File: config.mk
export PLATFORM = sky130hd
export DESIGN_NAME = fifo_sync_param_flat
export DESIGN_NICKNAME = d
export VERILOG_FILES = /design/src/rtl/fifo_sync_param_if.sv /design/src/rtl/fifo_sync_param.sv /design/src/flat_wrapper.sv
export SDC_FILE = /design/constraint.sdc
export NUM_CORES = 1
export LEC_CHECK = 0
export CAP_MARGIN = 40
export CORE_ASPECT_RATIO = 0.7
export CORE_UTILIZATION = 50
export DETAILED_ROUTE_END_ITERATION = 12
export PLACE_DENSITY_LB_ADDON = 0.05
export SLEW_MARGIN = 25
export SYNTH_ARGS = -nofsm -noshare
export SYNTH_HDL_FRONTEND = slang
export SYNTH_SLANG_ARGS = --single-unit
File: constraint.sdc
create_clock -name clk -period 6.6 [get_ports clk]
set_input_delay 0.66 -clock clk [delete_from_list [all_inputs] [get_ports clk]]
set_output_delay 0.66 -clock clk [all_outputs]
set_load 0.1 [all_outputs]
File: src/rtl/fifo_sync_param_if.sv
// Bus bundle for fifo_sync_param: request side (cs, wr_en, rd_en, data_in)
// driven by the master, data and status returned by the FIFO (slave).
interface fifo_sync_param_if #(
    parameter int DATA_W = 32,
    parameter int DEPTH  = 8
);
    localparam int CW = $clog2(DEPTH) + 1;

    logic              cs;
    logic              wr_en;
    logic              rd_en;
    logic [DATA_W-1:0] data_in;
    logic [DATA_W-1:0] data_out;
    logic              data_valid;
    logic              empty;
    logic              full;
    logic              almost_empty;
    logic              almost_full;
    logic [CW-1:0]     count;
    logic              overflow;
    logic              underflow;

    modport master (
        output cs, wr_en, rd_en, data_in,
        input  data_out, data_valid, empty, full, almost_empty, almost_full,
               count, overflow, underflow
    );

    modport slave (
        input  cs, wr_en, rd_en, data_in,
        output data_out, data_valid, empty, full, almost_empty, almost_full,
               count, overflow, underflow
    );
endinterface

File: src/rtl/fifo_sync_param.sv
// Single-clock FIFO with parameterised width/depth, almost-full/empty
// thresholds, overflow/underflow pulses and a registered or
// first-word-fall-through read port.
module fifo_sync_param #(
    parameter int DATA_W   = 32,
    parameter int DEPTH    = 8,
    parameter int AF_LEVEL = 6,
    parameter int AE_LEVEL = 2,
    parameter int FWFT     = 0
) (
    input logic              clk,
    input logic              rst,
    fifo_sync_param_if.slave bus
);
    localparam int AW = $clog2(DEPTH);
    localparam int CW = AW + 1;

    localparam logic [CW-1:0] DEPTH_C = CW'(DEPTH);
    localparam logic [CW-1:0] AF_C    = CW'(AF_LEVEL);
    localparam logic [CW-1:0] AE_C    = CW'(AE_LEVEL);

    logic [DATA_W-1:0] mem_q [DEPTH];

    logic [AW-1:0]     wr_ptr_q, wr_ptr_d;
    logic [AW-1:0]     rd_ptr_q, rd_ptr_d;
    logic [CW-1:0]     count_q, count_d;
    logic              overflow_q, overflow_d;
    logic              underflow_q, underflow_d;
    logic [DATA_W-1:0] dout_q, dout_d;
    logic              dvalid_q, dvalid_d;

    logic              wr_acc;
    logic              rd_acc;
    logic              is_empty;
    logic              is_full;
    logic [DATA_W-1:0] head;

    // Status comes only from the registered count, so no input reaches a flag.
    assign is_empty = (count_q == '0);
    assign is_full  = (count_q == DEPTH_C);
    assign head     = mem_q[rd_ptr_q];

    // Accept decisions and next-state for pointers, count, pulses and read port.
    always_comb begin
        // NOTE: every output of this block gets a default first, so no path
        // leaves a variable unassigned and no latch is inferred.
        wr_ptr_d    = wr_ptr_q;
        rd_ptr_d    = rd_ptr_q;
        count_d     = count_q;
        dout_d      = dout_q;

        // A read is needed to make room when full, so it is decided first.
        rd_acc      = bus.cs & bus.rd_en & ~is_empty;
        wr_acc      = bus.cs & bus.wr_en & (~is_full | rd_acc);

        overflow_d  = bus.cs & bus.wr_en & ~wr_acc;
        underflow_d = bus.cs & bus.rd_en & ~rd_acc;
        dvalid_d    = rd_acc;

        // Power-of-two depth: pointers wrap DEPTH-1 -> 0 by natural overflow.
        if (wr_acc) wr_ptr_d = wr_ptr_q + AW'(1);
        if (rd_acc) begin
            rd_ptr_d = rd_ptr_q + AW'(1);
            dout_d   = head;
        end

        case ({wr_acc, rd_acc})
            2'b10:   count_d = count_q + CW'(1);
            2'b01:   count_d = count_q - CW'(1);
            default: count_d = count_q;
        endcase
    end

    // Control state; reset wins over any simultaneous read or write.
    always_ff @(posedge clk) begin
        // NOTE: non-blocking assignments so every flop samples pre-edge values
        // regardless of statement order.
        if (rst) begin
            wr_ptr_q    <= '0;
            rd_ptr_q    <= '0;
            count_q     <= '0;
            overflow_q  <= 1'b0;
            underflow_q <= 1'b0;
            dout_q      <= '0;
            dvalid_q    <= 1'b0;
        end else begin
            wr_ptr_q    <= wr_ptr_d;
            rd_ptr_q    <= rd_ptr_d;
            count_q     <= count_d;
            overflow_q  <= overflow_d;
            underflow_q <= underflow_d;
            dout_q      <= dout_d;
            dvalid_q    <= dvalid_d;
        end
    end

    // Storage array write port.
    always_ff @(posedge clk) begin
        // NOTE: storage is deliberately not reset; the pointers and count
        // define what is valid, and leaving it unreset keeps it RAM-mappable.
        if (wr_acc && !rst) mem_q[wr_ptr_q] <= bus.data_in;
    end

    assign bus.data_out     = (FWFT != 0) ? head      : dout_q;
    assign bus.data_valid   = (FWFT != 0) ? ~is_empty : dvalid_q;
    assign bus.empty        = is_empty;
    assign bus.full         = is_full;
    assign bus.almost_empty = (count_q <= AE_C);
    assign bus.almost_full  = (count_q >= AF_C);
    assign bus.count        = count_q;
    assign bus.overflow     = overflow_q;
    assign bus.underflow    = underflow_q;
endmodule

File: src/flat_wrapper.sv
// flat-port wrapper written by rule: the top's interface ports become plain ports
module fifo_sync_param_flat 
#(
    parameter int DATA_W   = 32,
    parameter int DEPTH    = 8,
    parameter int AF_LEVEL = 6,
    parameter int AE_LEVEL = 2,
    parameter int FWFT     = 0
)
  (clk, rst, bus_cs, bus_wr_en, bus_rd_en, bus_data_in, bus_data_out, bus_data_valid, bus_empty, bus_full, bus_almost_empty, bus_almost_full, bus_count, bus_overflow, bus_underflow);
  fifo_sync_param_if #(.DATA_W(DATA_W), .DEPTH(DEPTH)) bus_i ();
  input logic clk;
  input logic rst;
  input wire logic [$bits(bus_i.cs)-1:0] bus_cs;
  input wire logic [$bits(bus_i.wr_en)-1:0] bus_wr_en;
  input wire logic [$bits(bus_i.rd_en)-1:0] bus_rd_en;
  input wire logic [$bits(bus_i.data_in)-1:0] bus_data_in;
  output wire logic [$bits(bus_i.data_out)-1:0] bus_data_out;
  output wire logic [$bits(bus_i.data_valid)-1:0] bus_data_valid;
  output wire logic [$bits(bus_i.empty)-1:0] bus_empty;
  output wire logic [$bits(bus_i.full)-1:0] bus_full;
  output wire logic [$bits(bus_i.almost_empty)-1:0] bus_almost_empty;
  output wire logic [$bits(bus_i.almost_full)-1:0] bus_almost_full;
  output wire logic [$bits(bus_i.count)-1:0] bus_count;
  output wire logic [$bits(bus_i.overflow)-1:0] bus_overflow;
  output wire logic [$bits(bus_i.underflow)-1:0] bus_underflow;
  assign bus_i.cs = bus_cs;
  assign bus_i.wr_en = bus_wr_en;
  assign bus_i.rd_en = bus_rd_en;
  assign bus_i.data_in = bus_data_in;
  assign bus_data_out = bus_i.data_out;
  assign bus_data_valid = bus_i.data_valid;
  assign bus_empty = bus_i.empty;
  assign bus_full = bus_i.full;
  assign bus_almost_empty = bus_i.almost_empty;
  assign bus_almost_full = bus_i.almost_full;
  assign bus_count = bus_i.count;
  assign bus_overflow = bus_i.overflow;
  assign bus_underflow = bus_i.underflow;
  fifo_sync_param #(.DATA_W(DATA_W), .DEPTH(DEPTH), .AF_LEVEL(AF_LEVEL), .AE_LEVEL(AE_LEVEL), .FWFT(FWFT)) u_core (.clk(clk), .rst(rst), .bus(bus_i));
endmodule
# Word level (Yosys, flattened, before mapping)
# Memories as Yosys holds them, arrays and structs flattened. A register that Yosys moved wholly into a read port is not among the register bits.
# Cells that the tools add are included.
[totals]
reg_bits = 13
ramBits = 256
mem_count = 1
[memory_table]
columns = ["memory", "depth", "word_bits", "read_ports", "rd_ports_with_merged_regs", "write_ports", "line", "text"]
rows = [
  ["u_core.mem_q", 8, 32, 1, 1, 1, "fifo_sync_param.sv:22", "logic [DATA_W-1:0] mem_q [DEPTH];"],
]
[classes]
n_addsub = 4
order_cmp = 2
eq_ne = 3
n_mux = 3
bitwise = 11
n_reduce_logical = 4
[ops]
columns = ["cell", "count"]
rows = [
  ["$pmux 4 s2", 1],
  ["$add 3x1->3 const B", 2],
  ["$and 1x1->1", 6],
  ["$add 4x1->4 const B", 1],
  ["$eq 4x4->1 const B", 1],
  ["$ge 4x3->1 const B", 1],
  ["$le 4x2->1 const B", 1],
  ["$logic_not 4->1", 1],
  ["$not 1->1", 4],
  ["$sub 4x1->4 const B", 1],
  ["$eq 2x1->1 const B", 1],
  ["$eq 2x2->1 const B", 1],
  ["$mux 1", 2],
  ["$reduce_bool 2->1", 1],
  ["$logic_and 1x1->1", 1],
  ["$logic_not 1->1", 1],
  ["$or 1x1->1", 1],
]

# Depth between registers and ports, before layout
[logic_depth]
word_depth = 8
depth_mapped = 11

# Worst setup path after synthesis
# No wires, ideal clock.
[synth_path]
path_type = "register to register"
from = "register u_core.count_q[3], in the netlist u_core.bus.count[3]"
to = "register u_core.count_q[3], in the netlist u_core.bus.count[3]"
arrival_time_ns = 6.415
t_required_ns = 6.529
path_slack_ns = 0.114
path_stages_with_launch = 10
path_buffers = 0
path_cell_list = "dfxtp_1 nor4b_1 a21oi_1 inv_1 ha_1 ha_1 a21oi_1 a21oi_1 or4_1 a21oi_1"
[synth_between]
elab_cells_between_ends = 13
cone_classes = "add/sub: 2; eq/ne: 3; mux: 1; bitwise: 5; reduce/logical: 2"
[synth_rtl]
columns = ["item", "line", "text"]
rows = [
  ["start: declaration", "fifo_sync_param.sv:26", "logic [CW-1:0] count_q, count_d;"],
  ["start signal: assignment", "fifo_sync_param.sv:89", "count_q <= count_d;"],
  ["$eq 4x4->1 (*)", "fifo_sync_param.sv:40", "assign is_full = (count_q == DEPTH_C);"],
  ["named net bus_full", "flat_wrapper.sv:21", "output wire logic [$bits(bus_i.full)-1:0] bus_full;"],
  ["$not 1->1 (*)", "fifo_sync_param.sv:54", "wr_acc = bus.cs & bus.wr_en & (~is_full | rd_acc);"],
  ["$or 1x1->1 (*)", "fifo_sync_param.sv:54", ""],
  ["$and 1x1->1 (*)", "fifo_sync_param.sv:54", ""],
  ["$eq 2x1->1 / $eq 2x2->1 (equally long branches)", "fifo_sync_param.sv:67", "case ({wr_acc, rd_acc})"],
  ["$pmux 4 s2 / $reduce_bool 2->1 (equally long branches)", "-", ""],
]
# The timed path passes the listed nets; every way through them passes the cells marked *.
# A chain may end at the register's enable or synchronous reset.

# Worst setup path after layout
[layout_path]
from = "register u_core.count_q[3], in the netlist u_core.bus.count[3]"
to = "output port bus_full"
[layout_between]
elab_chain_len = 1
[layout_lines]
columns = ["item", "line"]
rows = [
  ["$eq 4x4->1", "fifo_sync_param.sv:40"],
  ["end: declaration", "flat_wrapper.sv:21"],
]
# Every way passes these cells.

==> impl_metrics.ini <==
[run_status]
outcome = finished, final reports clean

[worst_setup_path]
worst-r2r-cell-count = 9
endpoint = bus_full
worstSetupEndpointType = primary output
crit_path_start_kind = flop
worstPathArrival_ps = 2450
worstPathMaxFanout = 7
r2r_slack_ps = 3630
crit_type = flop to primary output
startpoint = u_core.bus.count[3]
rr_endpoint = u_core.bus.count[3]
timing.rr.start = u_core.bus.count[3]
worstPathRequired_ps = 5940

[timing]
worst_slew_pin_slew_ps = 804
rsz0062_at_grt = false
max_freq_mhz = 321
setup_tns_ps = 0
post-route-period-util_pct = 47.2
min_period_ps = 3110
setup_viol = 0
finalHoldViolCount = 0
slew_headroom_pct = 46.4
skew_ps = 8.53
finalMaxSlewViolations = 0

[logic_synthesis]
yosysSeqAreaShare_pct = 76.0
yosys-top-cells-area = edfxtp_1 68%, mux4_2 13%, dfxtp_1 8.0%, nor3_2 2.7%, o22ai_1 1.8%
synth_top_flop_cell = edfxtp_1
synth_top_area_cell = edfxtp_1
netlist_area_um2 = 11300
synth_cell_types = 34
synthCells = 562
netlist.area_leader.share_pct = 68.1
syn_nets = 605
synth_edf_count = 256
ys_warn_count = 0
syn_area_per_cell_um2 = 20.1
synth_seq_cells = 301
async_reset_ff_share_pct = 0

[placed_design]
placed_cell_area_um2 = 13100
globalplace.congestion = 0.746
dp_hpwl_um = 11700
io_buffers = 79

[floorplan]
die_area_um2 = 23200
die_h_um = 128
coreArea_um2 = 21900
row_count = 45
start_util_pct = 51.6
die_w_um = 182
top_level_ports = 80

[detailed_routing]
num_vias = 5639
remaining_drc_errors = 0
drtPass1Iterations = 4
drt_iter0_drc = 368
routedWlPerCell_um = 21.9
routed_via_density = 5.63
antenna_left = 0
routed_wl_um = 22000

[power]
powerDensity_nw_per_um2 = 297
p_leak_uw = 0.00447
p_total_uw = 4150
peakVddDrop_uv = 177

[clock_tree]
cts_setup_buffers = 0
insertion_delay_ps = 530
clockRootBuffer = clkbuf_16
cts.path.max_buffers = 3
cts_buffers = 27
cts_resized = 0
htree_levels = 1
clkSinkCount = 301
cts_hold_buf = 0
clkSlewWorstSetupHoldPaths_ps = 60
tritoncts = yes

[min_path]
hold_class = flop to flop

[final_layout]
syn2layout_area_growth_pct = 23.7
drive_gt1_share_pct = 29.2
mostFrequentLayoutCells = 256 x edfxtp_1, 78 x clkdlybuf4s50_1, 64 x mux4_2
fin_area_um2 = 14000
antenna_cells = 0
final_common_cell = edfxtp_1
final_nets = 742

[global_routing]
grt_pass1_vias = 6011
antenna_found_initial = 0
grt.total_usage_pct = 20.1
grt_start_max_net_pins = 47
grt_pass1_wl_um = 34500
grt-ovfl-total = 0

[flow_run]
drv_cap = 0
[final cells by class]
cell class / count / area, um2
Timing Repair Buffer: 137 / 1590
Inverter: 7 / 26.3
Fill cell: 1495 / 7930
Clock buffer: 37 / 753
Multi-Input combinational cell: 225 / 2560
Clock inverter: 13 / 93.8
Sequential cell: 301 / 8590
Tap cell: 282 / 353
[state kept, by name, indices dropped and copies added (netlist names)]
name / cells
u_core.bus.overflow: 1
u_core.bus.data_out: 32
u_core.bus.data_valid: 1
u_core.wr_ptr_q: 3
u_core.mem_q: 256
u_core.rd_ptr_q: 3
u_core.bus.count: 4
u_core.bus.underflow: 1
[critical path, stage by stage (launching register included)]
cell and delay [ps]:
dfxtp_1 470, nor4b_1 600, clkdlybuf4s50_1 650, buf_8 200
[cell usage after synthesis, types with 3 or more instances]
library cell / number
buf_6: 6
clkbuf_1: 12
xnor2_1: 4
dfxtp_1: 45
edfxtp_1: 256
nand3_1: 3
mux4_2: 64
nor3_1: 7
inv_1: 6
nor2_1: 50
o22ai_1: 32
nand2_1: 4
buf_2: 8
ha_1: 5
buf_4: 3
nor3_2: 30
a21oi_1: 6
[power by group]
group	internal, uW	total, uW	switching (uW)
clock network	839	1490	651
registers	2090	2120	29.9
logic	210	535	325
total	3140	4150	1010
[cells by family (layout without fill, tap and decap cells)]
group                    count (synthesis)  after routing  share of synthesized area, %
flip-flops                             301            301                          76.0
AO/OA/AOI/OAI                           42             42                          2.30
adder cells (fa/ha/maj)                  6              6                         0.731
XOR/XNOR                                 6              6                         0.465
AND/OR/NAND/NOR                        105            105                          5.73
buffers and inverters                   36            194                          1.78
multiplexers                            66             66                          12.9
[stage by stage]
stage / cells / setup slack, ps / utilization [%] / hold slack, ps
finish: 1002 / 3490 / 63.8 / 499
global route: 1002 / 3350 / 63.8 / 523
CTS: 1002 / 3470 / 63.8 / 503
detailed placement: 952 / 3290 / 59.9 / 490
global placement: 906 / 3400 / 56.7 / 479
floorplan: 562 / 114 / - / 497
[worst min path at each step]
stage                                  from                       to  slack [ps]  depth (start not counted)
global route        u_core.bus.data_out[26]  u_core.bus.data_out[26]         520                          2
global placement     u_core.bus.data_out[8]   u_core.bus.data_out[8]         480                          2
detailed placement   u_core.bus.data_out[3]   u_core.bus.data_out[3]         490                          2
CTS                 u_core.bus.data_out[25]  u_core.bus.data_out[25]         500                          2
finish              u_core.bus.data_out[25]  u_core.bus.data_out[25]         500                          2
floorplan                u_core.wr_ptr_q[2]       u_core.wr_ptr_q[2]         500                          2
[layer usage]
metal / track usage [%] / vias to the layer above / wire length (um)
li1: - / 2552 / -
met1: 28.4 / 2913 / 9860
met2: 33.4 / 138 / 10800
met3: 2.90 / 36 / 897
met4: 4.89 / 0 / 380
met5: 0 / - / 0
(Power assumes the default switching activity.)
